==> config.mk <==
export PLATFORM = sky130hd
export DESIGN_NAME = ar_incoming_request_buffer
export DESIGN_NICKNAME = d
export VERILOG_FILES = /design/src/rtl/ar_incoming_request_buffer.sv
export SDC_FILE = /design/constraint.sdc
export NUM_CORES = 1
export LEC_CHECK = 0
export CAP_MARGIN = 40
export CORE_ASPECT_RATIO = 1.75
export CORE_MARGIN = 2
export CORE_UTILIZATION = 45
export CTS_BUF_LIST = sky130_fd_sc_hd__clkbuf_4
export DETAILED_ROUTE_END_ITERATION = 10
export PLACE_DENSITY = 0.71
export SETUP_SLACK_MARGIN = 0.02
export SLEW_MARGIN = 20
export SYNTH_ARGS = -nofsm -noshare
export SYNTH_HDL_FRONTEND = slang
export SYNTH_SLANG_ARGS = --single-unit
==> constraint.sdc <==
create_clock -name clk -period 26.5 [get_ports clk]
set_input_delay 5.3 -clock clk [delete_from_list [all_inputs] [get_ports clk]]
set_output_delay 5.3 -clock clk [all_outputs]
set_load 0.02 [all_outputs]
==> src/rtl/ar_incoming_request_buffer.sv <==
`default_nettype none
// ============================================================================
//  Module   : ar_incoming_request_buffer
//  Purpose  : Circular-buffer FIFO holding incoming AXI AR requests ahead of
//             the ordering unit. The head entry is presented combinationally.
//             There is no bypass, and the payload (including the ID) passes
//             through unmodified.
//  Revision : 1.0  initial release
// ============================================================================
module ar_incoming_request_buffer #(
   parameter int ID_WIDTH    = 32,
   parameter int ADDR_WIDTH  = 32,
   parameter int LEN_WIDTH   = 8,
   parameter int SIZE_WIDTH  = 3,
   parameter int BURST_WIDTH = 2,
   parameter int QOS_WIDTH   = 4,
   parameter int DEPTH       = 8
) (
   input  logic                     clk,
   input  logic                     rst,
   input  logic                     ar_in_valid,
   output logic                     ar_in_ready,
   input  logic [ID_WIDTH-1:0]      ar_in_id,
   input  logic [ADDR_WIDTH-1:0]    ar_in_addr,
   input  logic [LEN_WIDTH-1:0]     ar_in_len,
   input  logic [SIZE_WIDTH-1:0]    ar_in_size,
   input  logic [BURST_WIDTH-1:0]   ar_in_burst,
   input  logic [QOS_WIDTH-1:0]     ar_in_qos,
   output logic                     ar_out_valid,
   input  logic                     ar_out_ready,
   output logic [ID_WIDTH-1:0]      ar_out_id,
   output logic [ADDR_WIDTH-1:0]    ar_out_addr,
   output logic [LEN_WIDTH-1:0]     ar_out_len,
   output logic [SIZE_WIDTH-1:0]    ar_out_size,
   output logic [BURST_WIDTH-1:0]   ar_out_burst,
   output logic [QOS_WIDTH-1:0]     ar_out_qos,
   output logic [$clog2(DEPTH):0]   count,
   output logic                     full,
   output logic                     empty
);

   localparam int PTR_W   = $clog2(DEPTH);
   localparam int CNT_W   = PTR_W + 1;
   localparam int ENTRY_W = ID_WIDTH + ADDR_WIDTH + LEN_WIDTH + SIZE_WIDTH
                          + BURST_WIDTH + QOS_WIDTH;
   localparam logic [CNT_W-1:0] DEPTH_C = CNT_W'(DEPTH);

   // Entry storage deliberately has no reset; ar_out_valid hides stale slots
   logic [ENTRY_W-1:0] mem_q [DEPTH];

   logic [PTR_W-1:0]   wr_ptr_q, wr_ptr_d;
   logic [PTR_W-1:0]   rd_ptr_q, rd_ptr_d;
   logic [CNT_W-1:0]   count_q,  count_d;

   logic               push;
   logic               pop;
   logic [ENTRY_W-1:0] in_entry;
   logic [ENTRY_W-1:0] head_entry;

   // Status decode from the registered occupancy only. The ready signal
   // never looks at ar_out_ready, so a full buffer cannot pass a request through.
   always_comb begin
      full         = (count_q == DEPTH_C);
      empty        = (count_q == '0);
      ar_in_ready  = ~full;
      ar_out_valid = ~empty;
      count        = count_q;
      push         = ar_in_valid & ~full;
      pop          = ~empty & ar_out_ready;
   end

   // Pointer and occupancy next-state. Pointers wrap by natural overflow.
   always_comb begin
      wr_ptr_d = wr_ptr_q;
      rd_ptr_d = rd_ptr_q;
      count_d  = count_q;
      if (push) begin
         wr_ptr_d = wr_ptr_q + 1'b1;
      end
      if (pop) begin
         rd_ptr_d = rd_ptr_q + 1'b1;
      end
      case ({push, pop})
         2'b10:   count_d = count_q + 1'b1;
         2'b01:   count_d = count_q - 1'b1;
         default: count_d = count_q;
      endcase
   end

   // Control state. Reset discards every stored entry and overrides push/pop.
   always_ff @(posedge clk) begin
      if (!rst) begin
         wr_ptr_q <= '0;
         rd_ptr_q <= '0;
         count_q  <= '0;
      end else begin
         wr_ptr_q <= wr_ptr_d;
         rd_ptr_q <= rd_ptr_d;
         count_q  <= count_d;
      end
   end

   // Payload write at the write pointer. It is suppressed while in reset.
   always_ff @(posedge clk) begin
      if (rst && push) begin
         mem_q[wr_ptr_q] <= in_entry;
      end
   end

   // Pack the incoming payload and unpack the head entry for the ordering unit
   always_comb begin
      in_entry   = {ar_in_id, ar_in_addr, ar_in_len, ar_in_size, ar_in_burst, ar_in_qos};
      head_entry = mem_q[rd_ptr_q];
      {ar_out_id, ar_out_addr, ar_out_len, ar_out_size, ar_out_burst, ar_out_qos} = head_entry;
   end

endmodule
`default_nettype wire

After elaboration in Yosys (flattened, before gate mapping):

Memory sizes are Yosys's and may differ from the RTL's. A register that Yosys moved wholly into a read port is not among the register bits.
Cells that the tools add are included.

* bits in writable memories: 648
* memories kept: 1
* output and inout bits: 89
* logic and storage cells: 23
* input port bits: 85
* bits in registers: 10

Memories
* mem_q: words 8, bits a word 81, rd ports 1, clocked after memory_dff 1, wr ports 1, line 49 `logic [ENTRY_W-1:0] mem_q [DEPTH];`

* multiplexer cells: 5
* equality and inequality tests: 3
* bitwise operators: 4
* add/subtract/negate cells: 4
* reductions and logical operators: 3

Operators by type and width (count)
* one-hot mux 4 bit (2 select lines): 1
* adder 3 x 1 -> 3 bit (second input constant): 2
* two-way mux 3 bit: 2
* adder 4 x 1 -> 4 bit (second input constant): 1
* == test 4 bit (second input constant): 1
* zero test 4 bit: 1
* subtractor 4 x 1 -> 4 bit (second input constant): 1
* AND 1 bit: 2
* == test 2 x 1 -> 1 bit (second input constant): 1
* == test 2 bit (second input constant): 1
* two-way mux 1 bit: 2
* NOT 1 bit: 2
* nonzero test 2 bit: 1
* logical AND 1 bit: 1

Logic depth before layout (Yosys ltp):

Gate-level depths: netlist of run 1.

* depth after elaboration: 6
* gate-level depth with buffers: 10
* depth with buffers taken out: 9

Worst setup path after synthesis of run 1:

No wires, ideal clock.

* kind: in2reg
* start point: in ar_in_valid
* end point: mem mem_q[1][0] (netlist name) (enable)
* data arrival time: 13.022 ns
* setup slack: 12.758 ns
* setup time: 0.720 ns
* buffers on the path: 0
* required time: 25.780 ns
* stages: 2
* path through: nand2_4 nor4_1

* cells in the longest elaborated chain, start to end: 4

RTL lines
* from (decl): line 21 `input logic ar_in_valid,`
* AND 1 bit: line 68 `push = ar_in_valid & ~full;`
* logical AND 1 bit: line 105 `if (rst && push) begin`
* two-way mux 1 bit: line 105
* two-way mux 1 bit (implied by the code): line 106 `mem_q[wr_ptr_q] <= in_entry;`
* to (decl): line 49

Every way passes these cells.

==> impl_metrics.csv, run 1 <==
group,metric,value,unit
run_status,outcome,"complete, no violations",
detailed_routing,remaining_drc_errors,0,
grt,grt_start_max_net_pins,46,
timing,worst_relative_slew_slack,49.94,%
power_and_ir_drop,clkPwrFrac,31.2,%
setup_path,timing.critical_path.fanout_max,32,
timing,setup-tns-final,0,ns
floorplanning,die_width,183.5,um
power_and_ir_drop,sw_frac_of_total,24.83,%
floorplanning,fp-row-count,115,
setup_path,critical_path.endpoint_type,"primary output",
grt,groute.layer.met2.usage,30.88,%
grt,grt-busiest-layer,"met2",
setup_path,critical_path_slowest_stage_cell,"sky130_fd_sc_hd__dfxtp_4",
placement,pre_cts_ws,17.20,ns
timing,period_share,37.12,%
setup_path,crit_family,"buffers and inverters",
clock_network,postCtsSetupBuffers,0,
clock_network,numCtsBuffers,143,
logic_synthesis,post_synth_instance_area,25360,um^2
power_and_ir_drop,leakagePower,9.503,nW
grt,grt_antenna_before_repair,5,
placement,gp_congestion,0.6837,
clock_network,clock_transition_at_path_regs,0.07,ns
clock_network,clk-insertion-delay-late,0.86,ns
logic_synthesis,postSynth.asyncResetShare,0,%
timing,timing.hold.ws,0.5015,ns
timing,max_slew_violation_count,0,
grt,grt_pass1_vias,12630,
placement,placement.io_buffers,173,
grt,grt_overflow_total,0,
power_and_ir_drop,power_frac_comb,19.0,%
detailed_routing,route.antenna.remaining_nets,0,
logic_synthesis,synth.lib_cells_used.distinct,33,
timing,rsz0062_at_grt,"no",
setup_path,data_arrival_time_of_the_critical_path,4.54,ns
grt,grt_first_pass_wirelength,75880,um
detailed_routing,routed_wirelength,50360,um
setup_path,critPathBufInv,5,
clock_network,cts_tree,"built",
finish,final_core_utilization,53.28,%
power_and_ir_drop,internal_power,1.809,mW
job,drv_cap,0,
logic_synthesis,syn_avg_cell_area,24.98,um^2
logic_synthesis,synth_enable_flop_cells,648,
detailed_routing,routed_via_density,5.384,
grt,track_usage,17.73,%
floorplanning,initial_cell_density_of_the_core,45.31,%
floorplanning,design.die.area,58340,um^2
timing,setup_viol_count_final,0,
power_and_ir_drop,seq_power_share,49.9,%
detailed_routing,wl_per_cell,23.66,um
setup_path,rrSetupSlack,22.97,ns
grt,grt_use_met1,21.17,%
clock_network,ctsResizeCount,0,
timing,crit_path_time_final,9.836,ns
worst_hold_path,worst_hold_path_type,"flop to flop",
timing,worst_pin_slew,0.7509,ns
setup_path,crit_path_cell_trace,"buf_4 > buf_12 > buf_4 > buf_16 > mux4_2 > mux2_2 > clkdlybuf4s50_1",
logic_synthesis,synth.area.top_cells,"sky130_fd_sc_hd__edfxtp_1 77%, sky130_fd_sc_hd__mux4_2 14%, sky130_fd_sc_hd__mux2_4 4.7%",
timing,hold_violations,0,
clock_network,buffer_levels_on_the_longest_clock_path,3,
logic_synthesis,synth_seq_cells,661,
power_and_ir_drop,power_per_cell_area,80.70,nW/um^2
setup_path,timing.critical_path.mode_cell,"sky130_fd_sc_hd__buf_4",
finish,most-common-layout-cells,"648 x sky130_fd_sc_hd__edfxtp_1, 193 x sky130_fd_sc_hd__clkbuf_4, 173 x sky130_fd_sc_hd__clkdlybuf4s50_1",
setup_path,cpPeakStageDelay,0.79,ns
power_and_ir_drop,irDropWorstVdd,0.00004844,V
logic_synthesis,synthesis.yosys.warnings,0,
timing,fmax,0.1017,GHz
detailed_routing,detail_route.iter0.violations,879,
setup_path,critPathRequiredTime,21.20,ns
logic_synthesis,dominant_synthesized_flop_cell,"sky130_fd_sc_hd__edfxtp_1",
floorplanning,boundaryPins,174,
logic_synthesis,post-synth-top-area-cell,"sky130_fd_sc_hd__edfxtp_1",
grt,global_route.usage.met3,4.421,%
logic_synthesis,ys_seq_area_share,77.76,%
clock_network,cts_root_buffer,"sky130_fd_sc_hd__clkbuf_4",
power_and_ir_drop,netSwitchingPower,0.5974,mW
detailed_routing,drt-pass1-iter-count,5,
logic_synthesis,synthDominantCellAreaShare,76.73,%
timing,final_critical_path_setup_slack,16.66,ns
setup_path,critPathLaunchType,"flop",
clock_network,holdBufCountCts,0,
finish,layout-drive-gt1-share,35.23,%
clock_network,cts-htree-levels,4,
finish,most_frequent_standard_cell_in_the_layout_excluding_fill_and_tap_cells,"sky130_fd_sc_hd__edfxtp_1",
logic_synthesis,mappedNetlistNets,1106,
floorplanning,floorplan.core_area,55970,um^2
logic_synthesis,synthesis.instances,1015,
floorplanning,die_h,318.0,um
setup_path,timing.setup.critical_path_class,"flop to primary output",
clock_network,cts.sink_count,661,
placement,dp_hpwl,27620,um
timing,clock_skew,0.05977,ns
finish,design.final.nets,1409,
finish,area_growth_syn_to_layout,17.59,%
detailed_routing,routed-via-count,11460,
[metal layers]
metal / wire length [um] / part of all wire, % / up-vias
li1: - / - / 5034
met5: 47 / 0.093 / -
met1: 19430 / 39 / 5988
met3: 2700 / 5.4 / 94
met2: 27030 / 54 / 334
met4: 1146 / 2.3 / 8
[final cells by class]
type / instances / area [um^2]
antenna: 1 / 2.502
clock buffer: 193 / 1449
clock inverter: 59 / 354.1
fill: 4261 / 26150
inverter: 6 / 22.52
multi-input combinational: 300 / 5306
sequential: 661 / 19730
tap: 702 / 878.3
timing repair buffer: 206 / 2077
[path summary, 6_finish.rpt]
path | depth (start not counted) | end | from
worst max-delay path | 7 | ar_out_id[31] | flop
worst min-delay path | 2 | flop | rd_ptr_q[1]$_SDFFE_PN0P_
worst max register to register | 5 | mem_q[5][49]$_DFFE_PP_ | count[1]$_SDFFE_PN0P_
worst min register to register | 2 | flop | rd_ptr_q[1]$_SDFFE_PN0P_
[power by group through the flow]
stage | sequential (mW) | combinational, mW | clock [mW]
finish | 1.20 | 0.456 | 0.751
global route | 1.20 | 0.486 | 0.822
CTS | 1.20 | 0.465 | 0.778
detailed placement | 1.22 | 0.463 | 0
global placement | 1.22 | 0.452 | 0
floorplan | 1.22 | 0.315 | 0
[registers in the layout (all words and copies together), names as in the netlist, named ones only]
| signal | flops |
|---|---|
| mem_q | 648 |
| count | 4 |
| rd_ptr_q | 3 |
| wr_ptr_q | 3 |
[cells in the mapped netlist, drive strengths merged, types with 4 or more instances]
| library cell | count |
|---|---|
| edfxtp | 648 |
| mux4 | 162 |
| mux2 | 81 |
| buf | 37 |
| dfxtp | 13 |
| clkbuf | 11 |
| nand2 | 9 |
| and2 | 8 |
| inv | 6 |
| nand3 | 6 |
| ha | 5 |
| xnor2 | 5 |
| nor2 | 4 |
| nor3 | 4 |
[worst register-to-register path: stages (launching register included)]
cell and delay (ns):
sky130_fd_sc_hd__dfxtp_1 0.44, sky130_fd_sc_hd__or4b_1 0.36, sky130_fd_sc_hd__nand3_1 0.33, sky130_fd_sc_hd__nor3_2 0.63, sky130_fd_sc_hd__buf_4 0.66, sky130_fd_sc_hd__buf_4 0.69
[logic make-up after synthesis]
logic type | Yosys count | share of synthesized area, %
buf+inv | 54 | 1.505
flops | 661 | 77.76
fa+ha+maj | 6 | 0.3256
compound gates | 6 | 0.1480
mux | 245 | 19.26
xor+xnor | 6 | 0.2072
simple gates | 37 | 0.7944
[metrics by stage]
step | power [mW] | cells | instance area, um^2
floorplan | 1.533 | 1015 | 25360
global placement | 1.673 | 1869 | 27870
detailed placement | 1.687 | 1873 | 27970
CTS | 2.443 | 2125 | 29780
global route | 2.512 | 2128 | 29820
finish | 2.406 | 2128 | 29820
Note: power is estimated with default switching activity, not from simulation.
==> run 2, diff against run 1 <==
- clock period: 26.5 -> 9.2 ns (I/O delays scaled with it)
==> run 2 against run 1 <==
  * Sequential power rose to 2.9 times the previous value
  * Register-to-register slack worse by 17 ns
  * Critical endpoint is now ar_out_qos[0]
  * Highest routed layer unchanged
  * Clock-buffer cell count rose by 8
  * Global-route usage about the same
  * Sequential cell count is the same
==> impl_metrics.csv, run 2 (synthesized netlist as in run 1, its figures left out) <==
group,metric,value,unit
detailed_routing,route.antenna.remaining_nets,0,
timing,worst_relative_slew_slack,37.65,%
clock_network,ctsResizeCount,0,
clock_network,cts_root_buffer,"sky130_fd_sc_hd__clkbuf_4",
finish,most_frequent_standard_cell_in_the_layout_excluding_fill_and_tap_cells,"sky130_fd_sc_hd__edfxtp_1",
clock_network,cts.sink_count,661,
worst_hold_path,hold_path_depth,2,
setup_path,critical_path_slowest_stage_cell,"sky130_fd_sc_hd__mux4_1",
floorplanning,floorplan.core_area,55970,um^2
power_and_ir_drop,irDropWorstVdd,0.0001727,V
timing,clock_skew,0.05255,ns
timing,setup_viol_count_final,0,
finish,layout-drive-gt1-share,36.03,%
clock_network,postCtsSetupBuffers,0,
setup_path,worst_r2r_path_depth,8,
detailed_routing,detail_route.iter0.violations,697,
power_and_ir_drop,seq_power_share,48.6,%
timing,fmax,0.1841,GHz
grt,grt_start_max_net_pins,105,
detailed_routing,drt-pass1-iter-count,5,
setup_path,data_arrival_time_of_the_critical_path,3.59,ns
clock_network,cts_tree,"built",
floorplanning,initial_cell_density_of_the_core,45.31,%
timing,max_slew_violation_count,0,
timing,period_share,59.05,%
placement,dp_hpwl,28310,um
detailed_routing,wl_per_cell,23.56,um
grt,grt_antenna_before_repair,8,
clock_network,holdBufCountCts,0,
finish,area_growth_syn_to_layout,18.45,%
detailed_routing,routed_wirelength,50180,um
setup_path,critPathRequiredTime,7.36,ns
power_and_ir_drop,internal_power,5.357,mW
timing,rsz0062_at_grt,"no",
power_and_ir_drop,power_per_cell_area,235.9,nW/um^2
finish,regMostFlops,"mem_q",
setup_path,critPathLaunchType,"flop",
power_and_ir_drop,netSwitchingPower,1.730,mW
placement,placement.io_buffers,173,
clock_network,clock_transition_at_path_regs,0.07,ns
power_and_ir_drop,clkPwrFrac,32.6,%
finish,final.fill_count,4221,
grt,track_usage,17.75,%
setup_path,timing.setup.critical_path_class,"flop to primary output",
finish,largest_reg_flops,648,
detailed_routing,routed-via-count,11450,
setup_path,timing.critical_path.fanout_max,104,
grt,grt_first_pass_wirelength,75810,um
floorplanning,fp-row-count,115,
detailed_routing,routed_via_density,5.376,
detailed_routing,remaining_drc_errors,0,
setup_path,cpPeakStageDelay,0.65,ns
timing,hold_violations,0,
grt,grt_overflow_total,0,
floorplanning,boundaryPins,174,
job,drv_cap,0,
run_status,outcome,"complete, no violations",
clock_network,numCtsBuffers,147,
power_and_ir_drop,leakagePower,9.587,nW
finish,most-common-layout-cells,"648 x sky130_fd_sc_hd__edfxtp_1, 201 x sky130_fd_sc_hd__clkbuf_4, 173 x sky130_fd_sc_hd__clkdlybuf4s50_1",
setup_path,crit_path_cell_trace,"buf_12 > mux4_1 > mux2_4 > clkdlybuf4s50_1",
worst_hold_path,worst_hold_path_type,"flop to flop",
clock_network,clk-insertion-delay-late,0.86,ns
floorplanning,die_width,183.5,um
placement,gp_congestion,0.6870,
clock_network,cts-htree-levels,4,
finish,post-route-cell-area,30040,um^2
power_and_ir_drop,design_power_total,7.086,mW
timing,worst_pin_slew,0.9352,ns
timing,crit_path_time_final,5.432,ns
setup_path,critical_path.endpoint_type,"primary output",
floorplanning,design.die.area,58340,um^2
placement,dpl-instance-area,28100,um^2
power_and_ir_drop,sw_frac_of_total,24.41,%
clock_network,buffer_levels_on_the_longest_clock_path,3,
power_and_ir_drop,power_frac_comb,18.8,%
grt,grt_pass1_vias,12640,
finish,design.final.nets,1415,
floorplanning,die_h,318.0,um
## run 2: worst paths after layout
check	startpoint	endpoint	slack [ns]
min reg2reg	rd_ptr_q[1]$_SDFFE_PN0P_	rd_ptr_q[1]$_SDFFE_PN0P_	0.50
max reg2reg	count[1]$_SDFFE_PN0P_	count[3]$_SDFFE_PN0P_	6.42
max	flop	ar_out_qos[0]	3.77
min	rd_ptr_q[1]$_SDFFE_PN0P_	rd_ptr_q[1]$_SDFFE_PN0P_	0.50
## run 2: through the flow
step / util, % / hold slack [ns] / setup WS [ns] / cells / setup TNS, ns
2_1_floorplan: - / 0.4666 / -1.082 / 1015 / -175.24
3_3_place_gp: 49.78 / 0.4756 / 4.430 / 1866 / 0
3_5_place_dp: 50.20 / 0.4838 / 4.602 / 1877 / 0
4_1_cts: 53.65 / 0.5031 / 3.581 / 2126 / 0
5_1_grt: 53.66 / 0.5515 / 3.481 / 2129 / 0
6_report: 53.67 / 0.5038 / 3.768 / 2130 / 0
## run 2: area by class of cell
cell class,count,area [um^2],share of cell area (%)
well taps,702,878.3,2.924
flip-flops and latches,661,19730,65.68
diodes,4,10.01,0.03332
inverters,6,22.52,0.07498
clock buffers,201,1509,5.023
multi-input cells,300,5306,17.66
clock inverters,48,420.4,1.400
repair buffers,208,2162,7.198
## run 2: power groups by stage
stage	Sequential, mW	Clock, mW	Combinational, mW
finish	3.44	2.31	1.34
global route	3.45	2.53	1.43
CTS	3.44	2.40	1.37
detailed placement	3.51	0	1.36
global placement	3.50	0	1.32
floorplan	3.51	0	0.909
## run 2: worst max-delay path: cells and delay by family, from the launching register on
family | cells | cell delay [ns]
buffers and inverters | 2 | 1.15
multiplexers | 2 | 0.95
flip-flops | 1 | 0.46
## run 2: per-layer routing
layer / part of all wire, % / global-route usage (%) / vias up
met2: 53 / 30.83 / 335
met5: 0.11 / 0 / -
met3: 5.1 / 4.409 / 107
li1: - / - / 5056
met4: 2.9 / 7.858 / 8
met1: 39 / 20.76 / 5944
